**src/rtl/sdram_refresh_scheduler.sv**
```systemverilog
`timescale 1ns/1ps
// Accrues SDRAM refresh debt on a fixed interval and issues refresh requests in
// idle expansion-bus windows, escalating to urgent refreshes when the debt grows.
module sdram_refresh_scheduler #(
  parameter int REFRESH_INTERVAL = 187,
  parameter int DEBT_MAX         = 8,
  parameter int URGENT_LEVEL     = 6
) (
  input  logic       clk,
  input  logic       reset,
  input  logic       access_slot,
  input  logic       vu_pending,
  input  logic       disk_pending,
  input  logic       sdram_busy,
  output logic       refresh,
  output logic       hold_disk,
  output logic [3:0] debt,
  output logic       overrun
);

  localparam int            CW       = (REFRESH_INTERVAL > 1) ? $clog2(REFRESH_INTERVAL) : 1;
  localparam logic [CW-1:0] RELOAD   = CW'(REFRESH_INTERVAL - 1);
  localparam logic [3:0]    DEBT_TOP = 4'(DEBT_MAX);
  localparam logic [3:0]    URGENT   = 4'(URGENT_LEVEL);

  localparam logic [1:0] ST_IDLE = 2'd0;
  localparam logic [1:0] ST_REQ  = 2'd1;
  localparam logic [1:0] ST_RUN  = 2'd2;

  logic [CW-1:0] cnt_q, cnt_d;
  logic [1:0]    state_q, state_d;
  logic [3:0]    debt_q, debt_d;
  logic          ovr_q, ovr_d;
  logic          tick, accept, urgent, launch;

  always_comb begin
    tick  = (cnt_q == '0);
    cnt_d = tick ? RELOAD : (cnt_q - CW'(1));
  end

  always_comb begin
    urgent = (debt_q >= URGENT);
    accept = (state_q == ST_REQ) && sdram_busy;
    // Vector-side traffic always wins: never launch while it is pending.
    launch = (debt_q != 4'd0) && !sdram_busy && !vu_pending &&
             ((access_slot && !disk_pending) || urgent);
  end

  always_comb begin
    debt_d = debt_q;
    ovr_d  = ovr_q;
    if (tick && !accept) begin
      if (debt_q >= DEBT_TOP) begin
        ovr_d = 1'b1;
      end else begin
        debt_d = debt_q + 4'd1;
      end
    end else if (accept && !tick) begin
      debt_d = debt_q - 4'd1;
    end
  end

  always_comb begin
    state_d = state_q;
    case (state_q)
      ST_IDLE: if (launch) state_d = ST_REQ;
      // Acceptance is checked first so it wins over a same-cycle abort.
      ST_REQ: begin
        if (sdram_busy) begin
          state_d = ST_RUN;
        end else if (vu_pending) begin
          state_d = ST_IDLE;
        end
      end
      ST_RUN:  if (!sdram_busy) state_d = ST_IDLE;
      default: state_d = ST_IDLE;
    endcase
  end

  always_ff @(posedge clk or posedge reset) begin
    if (reset) begin
      cnt_q   <= RELOAD;
      state_q <= ST_IDLE;
      debt_q  <= 4'd0;
      ovr_q   <= 1'b0;
    end else begin
      cnt_q   <= cnt_d;
      state_q <= state_d;
      debt_q  <= debt_d;
      ovr_q   <= ovr_d;
    end
  end

  assign refresh   = (state_q == ST_REQ);
  assign hold_disk = (debt_q >= URGENT) || (state_q != ST_IDLE);
  assign debt      = debt_q;
  assign overrun   = ovr_q;

endmodule

```
**config.mk**
```make
export PLATFORM = sky130hd
export DESIGN_NAME = sdram_refresh_scheduler
export DESIGN_NICKNAME = d
export VERILOG_FILES = /design/src/rtl/sdram_refresh_scheduler.sv
export SDC_FILE = /design/constraint.sdc
export NUM_CORES = 1
export LEC_CHECK = 0
export ABC_AREA = 1
export CAP_MARGIN = 20
export CELL_PAD_IN_SITES_DETAIL_PLACEMENT = 0
export CELL_PAD_IN_SITES_GLOBAL_PLACEMENT = 1
export CORE_AREA = 2 2 51 53
export CTS_CLUSTER_DIAMETER = 40
export DETAILED_ROUTE_END_ITERATION = 10
export DIE_AREA = 0 0 53 55
export PLACE_DENSITY_LB_ADDON = 0.1
export REMOVE_ABC_BUFFERS = 1
export SLEW_MARGIN = 30
export SYNTH_ARGS = -nofsm -noshare
export SYNTH_HDL_FRONTEND = slang
export SYNTH_SLANG_ARGS = --single-unit
```
**constraint.sdc**
```tcl
create_clock -name clk -period 5.93 [get_ports clk]
set_clock_uncertainty 0.2 [all_clocks]
set_input_delay 1.779 -clock clk [delete_from_list [all_inputs] [get_ports clk]]
set_output_delay 1.779 -clock clk [all_outputs]
set_load 0.05 [all_outputs]
```
==> impl_metrics.tcl <==
set metrics [dict create \
    slew_headroom_pct 59.0 \
    dr.pass1.iters 4 \
    hpwl_um 1390 \
    grt_start_max_net_pins 16 \
    htree_levels 1 \
    rsz0062_at_grt "no" \
    status "complete, no violations" \
    start_util_pct 39.7 \
    drt_iter0_markers 10 \
    seq_area_frac_synth_pct 40.7 \
    grt_pass1_vias 736 \
    worstSetupStartpointType "flop" \
    grtUsageTotal_pct 15.0 \
    fin_area_mm2 0.00112 \
    cts_tree "yes" \
    leakage_uw 0.000603 \
    cp-end-kind "output pin" \
    crit_slowest_cell "clkdlybuf4s50_1" \
    reg2reg_to "debt[3]" \
    syn_to_final_growth_pct 19.6 \
    gr-total-overflow 0 \
    ir_drop_mv 0.244 \
    p_total_uw 415 \
    setup-tns-final_ps 0 \
    vias 742 \
    fp.dieH_um 55 \
    hold_path_class "flop to flop" \
    critPathMaxStageDelay_ps 800 \
    die-area_mm2 0.00292 \
    crit_required_ps 3950 \
    antenna_found_initial 0 \
    timing.rr.start "cnt_q[0]" \
    critPathBufInv 1 \
    die_x_um 53 \
    register_area_um2 382 \
    syn_area_um2 938 \
    tightestPinTransition_ps 615 \
    cap_viol_max_count 0 \
    synth-seq-cells 15 \
    synth.avg_cell_area_um2 8.30 \
    ff2ff_setup_slack_ps 3620 \
    core_area_mm2 0.00236 \
    min_period_over_period_pct 63.0 \
    cp-startpoint "debt[1]" \
    place_area_mm2 0.00110 \
    wire_per_inst_um 11.1 \
    io_buffers 12 \
    finalHoldViolCount 0 \
    holdCritStartpoint "cnt_q[0]" \
    drc 0 \
    cts_hold_buf 0 \
    setup_viol 0 \
    postRouteWirelength_um 1760 \
    routabilityCongestion 0.777 \
    numCtsBuffers 3 \
    hold_depth 1 \
    crit_chain "a21oi_1 -> nand2_1 -> clkdlybuf4s50_1" \
    cp_top_family "buffers and inverters" \
    drive_gt1_share_pct 20.9 \
    nNetsFinal 140 \
    multiInputGateArea_um2 470 \
    grt_pass1_wl_um 3110 \
    r2r_cells 12 \
    arrival_ps 1760 \
    min_period_ps 3740 \
    clock_path_buffers 2 \
    cts.clk_slew.worst_paths_ps 90 \
    synthCells 113 \
    clock_sinks 15 \
    num_antenna_cells 0 \
    vias_per_cell 4.67 \
    worstSkewPairLatency_ps 280 \
    cts_setup_buffers 0 \
    worstSetupPathType "flop to output pin" \
    max_freq_ghz 0.268 \
    rows 18 \
    min_to "cnt_q[0]" \
    cp_max_fo 6 \
    num_io_pins 13 \
    antenna_left 0 \
    final_max_slew_viol_count 0 \
    cts_root_buf "clkbuf_4" \
    power_density_mw_per_mm2 370 \
    yosys_warnings 0 \
    cts_resized 0 \
    fillers 252 \
    synth_cell_types 23 \
]
==> per-stage QoR <==
step | instances | hold slack (ps) | utilization (%) | worst slack [ps]
CTS | 159 | 226 | 47.5 | 2160
finish | 159 | 224 | 47.5 | 2190
global route | 159 | 264 | 47.5 | 2110
detailed placement | 155 | 213 | 46.3 | 2100
floorplan | 113 | 203 | - | 2710
global placement | 155 | 213 | 46.3 | 2170
==> worst max path at each step <==
stage          slack [ps]  cells past startpoint   endpoint
2_1_floorplan        2710                     11    debt[3]
3_3_place_gp         2170                     12    debt[3]
3_5_place_dp         2100                     12    debt[3]
4_1_cts              2160                      3  hold_disk
5_1_grt              2110                      3  hold_disk
6_report             2190                      3  hold_disk
==> cell usage after synthesis (all sizes together) <==
master / n / area (um^2)
fa: 1 / 20.0
ha: 3 / 37.5
nor3: 2 / 21.3
a21oi: 3 / 15.0
dfstp: 5 / 131
o21bai: 1 / 7.51
dfrtp: 10 / 250
nor2: 16 / 88.8
or2: 3 / 18.8
nand4: 4 / 25.0
xor2: 2 / 17.5
inv: 23 / 86.3
o21ai: 5 / 25.0
nand2: 25 / 131
nand3: 10 / 62.6
==> layer usage <==
layer	vias up	global-route usage (%)	wire, um
li1	388	-	-
met1	344	18.3	806
met5	-	0	0
met4	0	6.41	15
met3	2	3.23	45
met2	8	25.8	894
==> final cells by class <==
class | count | area share [%]
clock buffers | 4 | 2.34
inverters | 23 | 7.69
multi-input cells | 75 | 41.9
flip-flops and latches | 15 | 34.0
well taps | 30 | 3.34
repair buffers | 12 | 10.7
==> sequential cells by signal, summed over array words and instances, names as in the netlist <==
name	count
cnt_q	8
debt	4
overrun	1
state_q	2
==> worst register-to-register path: stages (launching register included) <==
cell     delay (ps)
dfrtp_1         380
inv_1            90
ha_1            230
nand2_4         130
nor3_4          210
nand2_2         120
ha_1            330
nand2_1          80
nand2_1          40
nor2_1          170
nand3_1         100
nand2_1          60
nand3_1          60
==> placed cells by master, fill, tap and decap left out <==
| master | count |
|---|---|
| inv_1 | 20 |
| nor2_2 | 2 |
| nor2_1 | 12 |
| dfstp_2 | 5 |
| xor2_1 | 2 |
| a21oi_1 | 3 |
| nor3_1 | 1 |
| ha_1 | 3 |
| nand2_2 | 3 |
| nor2_4 | 1 |
| clkbuf_4 | 3 |
| nand2_4 | 4 |
| or2_2 | 3 |
| nand3_1 | 9 |
| nand3_4 | 1 |
| nor3_4 | 1 |
| inv_2 | 3 |
| nand4_1 | 4 |
| clkbuf_1 | 1 |
| nand2_1 | 18 |
| clkdlybuf4s50_1 | 12 |
| nor2_8 | 1 |
| fa_1 | 1 |
| o21bai_1 | 1 |
| dfrtp_1 | 10 |
| o21ai_0 | 5 |
==> cells by family after synthesis <==
kind of cell	synth area share, %
AOI/OAI and AO/OA	5.07
xor gates and xnor gates	1.87
and+or+nand+nor	37.1
buffers and inverters	9.20
adders and majority gates	6.13
DFF	40.7
==> report_power, final <==
group          leakage [uW]  internal (uW)  switching (uW)
clock network     0.0000150           26.1            34.4
registers          0.000186            119            24.1
logic              0.000402           73.2             139
(Power assumes the default switching activity.)
